File: src/rtl/fp_mul_pkg.sv
// Shared definitions for the pipelined floating-point multiplier:
// flag bit positions, operand classes and width-generic encoding helpers.
package fp_mul_pkg;

   localparam int FLG_INV = 3;
   localparam int FLG_OVF = 2;
   localparam int FLG_UDF = 1;
   localparam int FLG_INX = 0;

   // Widest word the helpers below can build; callers slice to their own width.
   localparam int FP_MAX_W = 128;

   typedef enum logic [1:0] {
      CLS_ZERO = 2'd0,
      CLS_INF  = 2'd1,
      CLS_NAN  = 2'd2,
      CLS_NORM = 2'd3
   } fp_cls_e;

   function automatic int fp_bias(input int exp_w);
      return (1 << (exp_w - 1)) - 1;
   endfunction

   // Canonical NaN: sign 0, exponent and mantissa all ones.
   function automatic logic [FP_MAX_W-1:0] fp_canon_nan(input int exp_w, input int man_w);
      logic [FP_MAX_W-1:0] one;
      one = FP_MAX_W'(1);
      return (one << (exp_w + man_w)) - one;
   endfunction

endpackage

File: src/rtl/fpm_round_pack.sv
// Stage-3 normalise, round and special-case select for fp_multiplier_pipe.
// FPMUL_RNE_EN selects round-to-nearest-even; otherwise the mantissa is truncated.
module fpm_round_pack
   import fp_mul_pkg::*;
#(
   parameter int EXP_W = 8,
   parameter int MAN_W = 23
) (
   input  logic                     sign,
   input  fp_cls_e                  cls_a,
   input  fp_cls_e                  cls_b,
   input  logic [2*MAN_W+1:0]       prod,
   input  logic signed [EXP_W+1:0]  exp_in,
   output logic [EXP_W+MAN_W:0]     result,
   output logic [3:0]               flags
);

   localparam int W   = 1 + EXP_W + MAN_W;
   localparam int EW2 = EXP_W + 2;

   localparam logic [FP_MAX_W-1:0]   NAN_FULL = fp_canon_nan(EXP_W, MAN_W);
   localparam logic [W-1:0]          NAN_WORD = NAN_FULL[W-1:0];
   localparam logic signed [EW2-1:0] E_MAX    = $signed({2'b00, {EXP_W{1'b1}}});
   localparam logic signed [EW2-1:0] E_ONE    = EW2'(1);
   localparam logic signed [EW2-1:0] E_ZERO   = EW2'(0);

   logic [MAN_W-1:0]        mant_raw;
   logic                    guard;
   logic                    sticky;
   logic                    round_up;
   logic [MAN_W:0]          mant_sum;
   logic signed [EW2-1:0]   e_norm;
   logic signed [EW2-1:0]   e_final;
   logic                    any_nan;
   logic                    any_inf;
   logic                    any_zero;

   // Product of two [1,2) significands lies in [1,4); bring it back to [1,2).
   always_comb begin
      if (prod[2*MAN_W+1]) begin
         mant_raw = prod[2*MAN_W -: MAN_W];
         guard    = prod[MAN_W];
         sticky   = |prod[MAN_W-1:0];
         e_norm   = exp_in + E_ONE;
      end else begin
         mant_raw = prod[2*MAN_W-1 -: MAN_W];
         guard    = prod[MAN_W-1];
         sticky   = |prod[MAN_W-2:0];
         e_norm   = exp_in;
      end
   end

   always_comb begin
`ifdef FPMUL_RNE_EN
      round_up = guard & (sticky | mant_raw[0]);
`else
      round_up = 1'b0;
`endif
      mant_sum = {1'b0, mant_raw} + {{MAN_W{1'b0}}, round_up};
      // A carry out leaves the stored mantissa at zero and bumps the exponent.
      e_final  = mant_sum[MAN_W] ? (e_norm + E_ONE) : e_norm;
   end

   always_comb begin
      any_nan  = (cls_a == CLS_NAN)  || (cls_b == CLS_NAN);
      any_inf  = (cls_a == CLS_INF)  || (cls_b == CLS_INF);
      any_zero = (cls_a == CLS_ZERO) || (cls_b == CLS_ZERO);

      result          = {sign, e_final[EXP_W-1:0], mant_sum[MAN_W-1:0]};
      flags           = 4'b0000;
      flags[FLG_INX]  = guard | sticky;

      if (any_nan || (any_inf && any_zero)) begin
         result         = NAN_WORD;
         flags          = 4'b0000;
         flags[FLG_INV] = 1'b1;
      end else if (any_inf) begin
         result = {sign, {EXP_W{1'b1}}, {MAN_W{1'b0}}};
         flags  = 4'b0000;
      end else if (any_zero) begin
         result = {sign, {EXP_W{1'b0}}, {MAN_W{1'b0}}};
         flags  = 4'b0000;
      end else if (e_final >= E_MAX) begin
         result         = {sign, {EXP_W{1'b1}}, {MAN_W{1'b0}}};
         flags          = 4'b0000;
         flags[FLG_OVF] = 1'b1;
         flags[FLG_INX] = 1'b1;
      end else if (e_final <= E_ZERO) begin
         result         = {sign, {EXP_W{1'b0}}, {MAN_W{1'b0}}};
         flags          = 4'b0000;
         flags[FLG_UDF] = 1'b1;
         flags[FLG_INX] = 1'b1;
      end
   end

endmodule

File: src/rtl/fp_multiplier_pipe.sv
// Three-stage pipelined floating-point multiplier with valid/ready handshake.
// Define FPMUL_RNE_EN for round-to-nearest-even; default build truncates.
module fp_multiplier_pipe
   import fp_mul_pkg::*;
#(
   parameter int EXP_W = 8,
   parameter int MAN_W = 23
) (
   input  logic                   clk,
   input  logic                   rst_n,
   input  logic                   in_valid,
   output logic                   in_ready,
   input  logic [EXP_W+MAN_W:0]   in_a,
   input  logic [EXP_W+MAN_W:0]   in_b,
   output logic                   out_valid,
   input  logic                   out_ready,
   output logic [EXP_W+MAN_W:0]   out_result,
   output logic [3:0]             out_flags
);

   localparam int W    = 1 + EXP_W + MAN_W;
   localparam int EW2  = EXP_W + 2;
   localparam int PW   = 2 * MAN_W + 2;
   localparam int BIAS = fp_bias(EXP_W);
   localparam logic signed [EW2-1:0] BIAS_S = EW2'(BIAS);

   logic                    en;

   logic                    s1_valid;
   logic                    s1_sa;
   logic                    s1_sb;
   fp_cls_e                 s1_cls_a;
   fp_cls_e                 s1_cls_b;
   logic [EXP_W-1:0]        s1_ea;
   logic [EXP_W-1:0]        s1_eb;
   logic [MAN_W:0]          s1_ma;
   logic [MAN_W:0]          s1_mb;

   logic                    s2_valid;
   logic                    s2_sign;
   fp_cls_e                 s2_cls_a;
   fp_cls_e                 s2_cls_b;
   logic [PW-1:0]           s2_prod;
   logic signed [EW2-1:0]   s2_exp;

   logic [W-1:0]            rp_result;
   logic [3:0]              rp_flags;

   // Denormal encodings (exponent 0) are flushed to signed zero.
   function automatic fp_cls_e classify(input logic [EXP_W-1:0] e, input logic [MAN_W-1:0] m);
      if (e == {EXP_W{1'b0}}) begin
         return CLS_ZERO;
      end else if (e == {EXP_W{1'b1}}) begin
         return (m == {MAN_W{1'b0}}) ? CLS_INF : CLS_NAN;
      end else begin
         return CLS_NORM;
      end
   endfunction

   // The whole pipe advances in lockstep whenever the output slot can move.
   assign en       = !out_valid | out_ready;
   assign in_ready = en;

   always_ff @(posedge clk or negedge rst_n) begin
      if (!rst_n) begin
         s1_valid <= 1'b0;
         s2_valid <= 1'b0;
      end else if (en) begin
         s1_valid <= in_valid;
         s2_valid <= s1_valid;
      end
   end

   always_ff @(posedge clk) begin
      if (en) begin
         s1_sa    <= in_a[W-1];
         s1_sb    <= in_b[W-1];
         s1_cls_a <= classify(in_a[W-2 -: EXP_W], in_a[MAN_W-1:0]);
         s1_cls_b <= classify(in_b[W-2 -: EXP_W], in_b[MAN_W-1:0]);
         s1_ea    <= in_a[W-2 -: EXP_W];
         s1_eb    <= in_b[W-2 -: EXP_W];
         s1_ma    <= {1'b1, in_a[MAN_W-1:0]};
         s1_mb    <= {1'b1, in_b[MAN_W-1:0]};
      end
   end

   always_ff @(posedge clk) begin
      if (en) begin
         s2_sign  <= s1_sa ^ s1_sb;
         s2_cls_a <= s1_cls_a;
         s2_cls_b <= s1_cls_b;
         s2_prod  <= PW'(s1_ma) * PW'(s1_mb);
         s2_exp   <= $signed({2'b00, s1_ea}) + $signed({2'b00, s1_eb}) - BIAS_S;
      end
   end

   fpm_round_pack #(
      .EXP_W (EXP_W),
      .MAN_W (MAN_W)
   ) u_round_pack (
      .sign   (s2_sign),
      .cls_a  (s2_cls_a),
      .cls_b  (s2_cls_b),
      .prod   (s2_prod),
      .exp_in (s2_exp),
      .result (rp_result),
      .flags  (rp_flags)
   );

   always_ff @(posedge clk or negedge rst_n) begin
      if (!rst_n) begin
         out_valid  <= 1'b0;
         out_result <= '0;
         out_flags  <= '0;
      end else if (en) begin
         out_valid  <= s2_valid;
         out_result <= rp_result;
         out_flags  <= rp_flags;
      end
   end

endmodule

File: config.mk
export PLATFORM = sky130hd
export DESIGN_NAME = fp_multiplier_pipe
export DESIGN_NICKNAME = d
export VERILOG_FILES = /design/src/rtl/fp_mul_pkg.sv /design/src/rtl/fpm_round_pack.sv /design/src/rtl/fp_multiplier_pipe.sv
export SDC_FILE = /design/constraint.sdc
export NUM_CORES = 2
export LEC_CHECK = 0
export CORE_MARGIN = 10
export CORE_UTILIZATION = 60
export DETAILED_ROUTE_END_ITERATION = 16
export GPL_TIMING_DRIVEN = 0
export HOLD_SLACK_MARGIN = 0.12
export MAX_ROUTING_LAYER = met4
export PLACE_DENSITY_LB_ADDON = 0.25
export SETUP_SLACK_MARGIN = 0.3
export SYNTH_ARGS = -nofsm -noshare
export SYNTH_HDL_FRONTEND = slang
export SYNTH_SLANG_ARGS = --single-unit
File: constraint.sdc
create_clock -name clk -period 7.7 [get_ports clk]
set_clock_uncertainty 0.15 [all_clocks]
set_input_delay 0.77 -clock clk [delete_from_list [all_inputs] [get_ports clk]]
set_output_delay 0.77 -clock clk [all_outputs]
set_load 0.01 [all_outputs]
### Word-level counts from Yosys, hierarchy flattened

Index checks and enable logic that the tools add are counted.

* bits in read-only memories: 0
* memories kept: 0
* RAM bits: 0
* register bits after elaboration: 170
* latch bits: 0

* mux-type cells: 18
* add/sub/neg operators: 3
* order comparisons: 2
* div/mod/pow operators: 0
* $mul: 1
* shift-type cells: 0
* reduce and logical (&&, ||, !) cells: 14
* eq/ne operators: 6
* bitwise operators: 3

Operator list (number)
* $mux 31: 4
* $mul 24x24->48: 1
* $logic_not 23->1: 2
* $mux 32: 1
* $mux 23: 1
* $reduce_or 23->1: 1
* $reduce_or 22->1: 1
* $eq 8x8->1 const B: 2
* $logic_not 8->1: 2
* $mux 4: 4
* $add 10x2->10 const B: 1
* $ge 10x9->1 const B: 1
* $le 10x1->1 const B: 1
* $mux 10: 1
* $mux 2: 5
* $sub 9x7->10 const B: 1
* $add 8x8->9: 1
* $eq 2x1->1 const B: 2
* $eq 2x2->1 const B: 2
* $logic_not 2->1: 2
* $logic_or 1x1->1: 4
* $mux 1: 2
* $or 1x1->1: 2
* $logic_and 1x1->1: 1
* other kinds (2): 2

### Longest topological paths before layout

* word-level depth: 8
* gate-level depth with buffers: 26
* mapped depth without buffers: 24

### By module

From an unflattened synthesis, not the netlist that was laid out.

* cells, all modules: 2641
* area total of the unflattened synthesis: 25996.2 um^2

By module, submodules not included
* fp_multiplier_pipe: instances 1, area an instance 24712.5 um^2, cells an instance 2449, seq. area each 4909.7 um^2
* fpm_round_pack: instances 1, area an instance 1283.7 um^2, cells an instance 192, seq. area each 0.0 um^2

### Worst setup path before layout

No wires, ideal clock.

* path type: register to register
* start: reg s1_mb[9]
* end: reg s2_prod[44] (data pin)
* setup time: 0.279 ns
* path buffers: 3
* data required time: 7.271 ns
* stages on the path, launching flop included: 26
* slack: 0.842 ns
* arrival: 6.428 ns
* path through: edfxtp_1 clkbuf_1 clkbuf_1 nand2_1 fa_1 inv_1 fa_1 inv_1 fa_1 inv_1 fa_1 fa_1 fa_1 inv_1 fa_1 inv_1 ha_1 clkbuf_1 a21oi_1 o21ai_0 a221oi_1 o21ai_1 o21bai_1 a211oi_1 a2111oi_0 a311oi_1

* cells in the longest elaborated chain, start to end: 1

Ends and longest elaborated chain
* start, declared: line fp_multiplier_pipe.sv:37 `logic [MAN_W:0] s1_mb;`
* start signal, assigned: line fp_multiplier_pipe.sv:83 `s1_mb <= {1'b1, in_b[MAN_W-1:0]};`
* $mul 24x24->48: line fp_multiplier_pipe.sv:92 `s2_prod <= PW'(s1_ma) * PW'(s1_mb);`
* end signal, assigned: line fp_multiplier_pipe.sv:92
* end, declared: line fp_multiplier_pipe.sv:43 `logic [PW-1:0] s2_prod;`

No other way between the ends.
A chain may end at the register's enable or synchronous reset.

### Worst setup path after layout

* start: reg s1_ma[11]
* end: reg s2_prod[44] (data pin)

* cells in the longest elaborated chain, start to end: 1

Ends and longest elaborated chain
* start, declared: line fp_multiplier_pipe.sv:36 `logic [MAN_W:0] s1_ma;`
* start signal, assigned: line fp_multiplier_pipe.sv:82 `s1_ma <= {1'b1, in_a[MAN_W-1:0]};`
* $mul 24x24->48: line fp_multiplier_pipe.sv:92

No other way between the ends.

==> impl_metrics.env <==
export IMPL_grt_antenna_before_repair=2
export IMPL_fin_nets=3542
export IMPL_status="finished, final reports clean"
export IMPL_final_cell_mix="575 x inv_1, 464 x fa_1, 303 x nand2_1, 238 x and2_1, 180 x ha_1"
export IMPL_ys_seq_area_frac=0.194
export IMPL_slew_violations=0
export IMPL_clk_path_buf_depth=2
export IMPL_first_global_vias=20200
export IMPL_arrival_ns=7.42
export IMPL_core_area_um2=41900
export IMPL_max_stage_delay_ns=0.55
export IMPL_yosys_area_top_type="fa_1"
export IMPL_critical_path_required_ns=7.77
export IMPL_synth_edf_count=131
export IMPL_syn_nets=3291
export IMPL_rsz0062_at_grt="true"
export IMPL_initial_utilization=0.606
export IMPL_wirelength_um=82300
export IMPL_detail_route_antenna_nets=0
export IMPL_drt_initial_drc_count=1953
export IMPL_gp_congestion=1.08
export IMPL_tightest_slew_ns=1.09
export IMPL_hpwl_um=65000
export IMPL_syn_to_final_growth_pct=17.2
export IMPL_htree_num_levels=4
export IMPL_layout_commonest_cell="inv_1"
export IMPL_numCtsBuffers=17
export IMPL_io_pins=106
export IMPL_syn_inst=2551
export IMPL_max_clock_freq_mhz=136
export IMPL_cts_hold_buffers=0
export IMPL_vias=19500
export IMPL_die_width_um=226
export IMPL_period_share=0.954
export IMPL_viasPerCell=5.81
export IMPL_cts_tree="done"
export IMPL_fin_util=0.710
export IMPL_min_path_type="primary input to async pin"
export IMPL_cts_root_buf="clkbuf_16"
export IMPL_max_cap_viol_count=0
export IMPL_maxSlewHeadroom=0.267
export IMPL_synth_top_area_share=0.381
export IMPL_ys_types=63
export IMPL_die_height_um=226
export IMPL_routedWlPerCell_um=24.5
export IMPL_synth_flop_cell="edfxtp_1"
export IMPL_synthArstFlopShare=0.229
export IMPL_synth_warnings=0
export IMPL_fin_crit_ns=7.35
export IMPL_route_detailed_drc=0
export IMPL_hold_viol=0
export IMPL_crit_path_start_kind="flop"
export IMPL_drive_gt1_frac=0.129
export IMPL_crit_top_cell="inv_1"
export IMPL_setup_violations=0
export IMPL_cpMaxStageDelayCell="fa_2"
export IMPL_crit_type="flop to flop"
export IMPL_path_max_fanout=10
export IMPL_die_area_um2=50900
export IMPL_clk_pin_slew_ns=0.08
export IMPL_rows=75
export IMPL_grt_ovfl_total=0
export IMPL_grtUsageTotal=0.343
export IMPL_drt_first_pass_iters=9
export IMPL_synthTopCellsByArea="fa_1 38%, edfxtp_1 16%, ha_1 9.3%"
export IMPL_grt_pass1_wl_um=124000
export IMPL_clock_sinks=170
export IMPL_port_buffers=105
export IMPL_synth_area_per_cell_um2=9.94
export IMPL_clkLatencyLatePin_ns=0.49
export IMPL_grt_max_degree=94
export IMPL_end_kind="flop"
export IMPL_ys_ff_latch=170
export IMPL_whs_ns=0.229
export IMPL_syn_cell_area_um2=25400
[registers in the layout, summed over array words and instances (netlist names)]
register	cells
s1_ma	23
s2_exp	10
s1_eb	8
out_flags	4
s1_cls_a	2
out_result	32
out_valid	1
s2_cls_b	2
s2_prod	48
s2_valid	1
s1_sa	1
s1_valid	1
s1_ea	8
s1_mb	23
s1_sb	1
s2_sign	1
s1_cls_b	2
s2_cls_a	2
[path summary, 6_finish.rpt]
path / cells past startpoint / endpoint / slack [ns] / startpoint
min reg2reg: 0 / s2_cls_a[1] / 0.27 / s1_cls_a[1]
min in group clk: 0 / s2_cls_a[1] / 0.27 / s1_cls_a[1]
max reg2reg: 27 / s2_prod[44] / 0.35 / s1_ma[11]
max: 27 / s2_prod[44] / 0.35 / s1_ma[11]
max in group asynchronous: 1 / out_result[8] / 6.63 / rst_n
min: 1 / out_valid / 0.23 / rst_n
[cells by family after synthesis]
group | after synthesis | share of synthesized area
AO/OA/AOI/OAI | 191 | 0.0523
buffers and inverters | 701 | 0.105
AND/OR/NAND/NOR | 730 | 0.142
adder cells (fa/ha/maj) | 672 | 0.474
flip-flops | 170 | 0.194
multiplexers | 27 | 0.0118
XOR/XNOR | 60 | 0.0210
[metal layers]
layer	vias up	wire length, um	global-route usage
met2	1011	37800	0.523
met4	0	4380	0.164
met3	232	7940	0.0817
met5	-	0	-
li1	8313	-	-
met1	9946	32200	0.428
[cells in the mapped netlist, drive strengths merged, types with 2 or more instances]
master	number
and4	2
o21bai	8
or3	5
xnor2	38
ha	189
nand4	15
fa	483
a221oi	3
clkbuf	105
o21ai	29
inv	584
a211oi	4
a31oi	7
clkinv	5
nand3	15
mux2	23
nand2b	3
a21o	26
o211ai	5
edfxtp	131
nor3	19
a21oi	58
xor2	22
nor2b	6
dfrtp	39
and3	12
and2	239
buf	7
mux2i	4
nor4	17
o41ai	2
nand2	309
a221o	32
or4	4
o31ai	4
nand4b	3
nor2	74
a2111oi	2
nand3b	2
[metrics by stage]
step                      std cells  setup TNS (ns)  area [um^2]  worst slack [ns]
final                          3355               0        29700             0.350
after global routing           3355               0        29700             0.172
after CTS                      3315               0        29100             0.303
after detailed placement       3196          -12.99        27100             -1.24
after global placement         3195          -11.43        27100             -1.25
after floorplan                2551               0        25400             0.842
[area by class of cell]
type,instances,area [um^2]
Antenna cell,1,2.50
Buffer,112,1060
Clock buffer,20,478
Clock inverter,12,141
Fill cell,3171,12100
Inverter,589,2250
Multi-Input combinational cell,1680,18100
Sequential cell,170,4910
Tap cell,539,674
Timing Repair Buffer,232,2080
[critical path, delay by kind of cell (launching register included)]
family	cells	cell delay [ns]
fa+ha+maj	8	3.65
compound gates	7	1.26
buf+inv	10	1.06
flops	1	0.50
simple gates	2	0.43
[what timing repair did]
| action | 4_1_cts | 5_1_grt |
|---|---|---|
| gates resized for setup | 219 | 150 |
| gates cloned | 0 | 1 |
| buffers inserted | 87 | 38 |
| pin swaps | 14 | 44 |
| setup endpoints to repair | 29 | 17 |
Power is not shown: default switching activity piles up to over one toggle a cycle in this logic, so the estimate is an artifact.
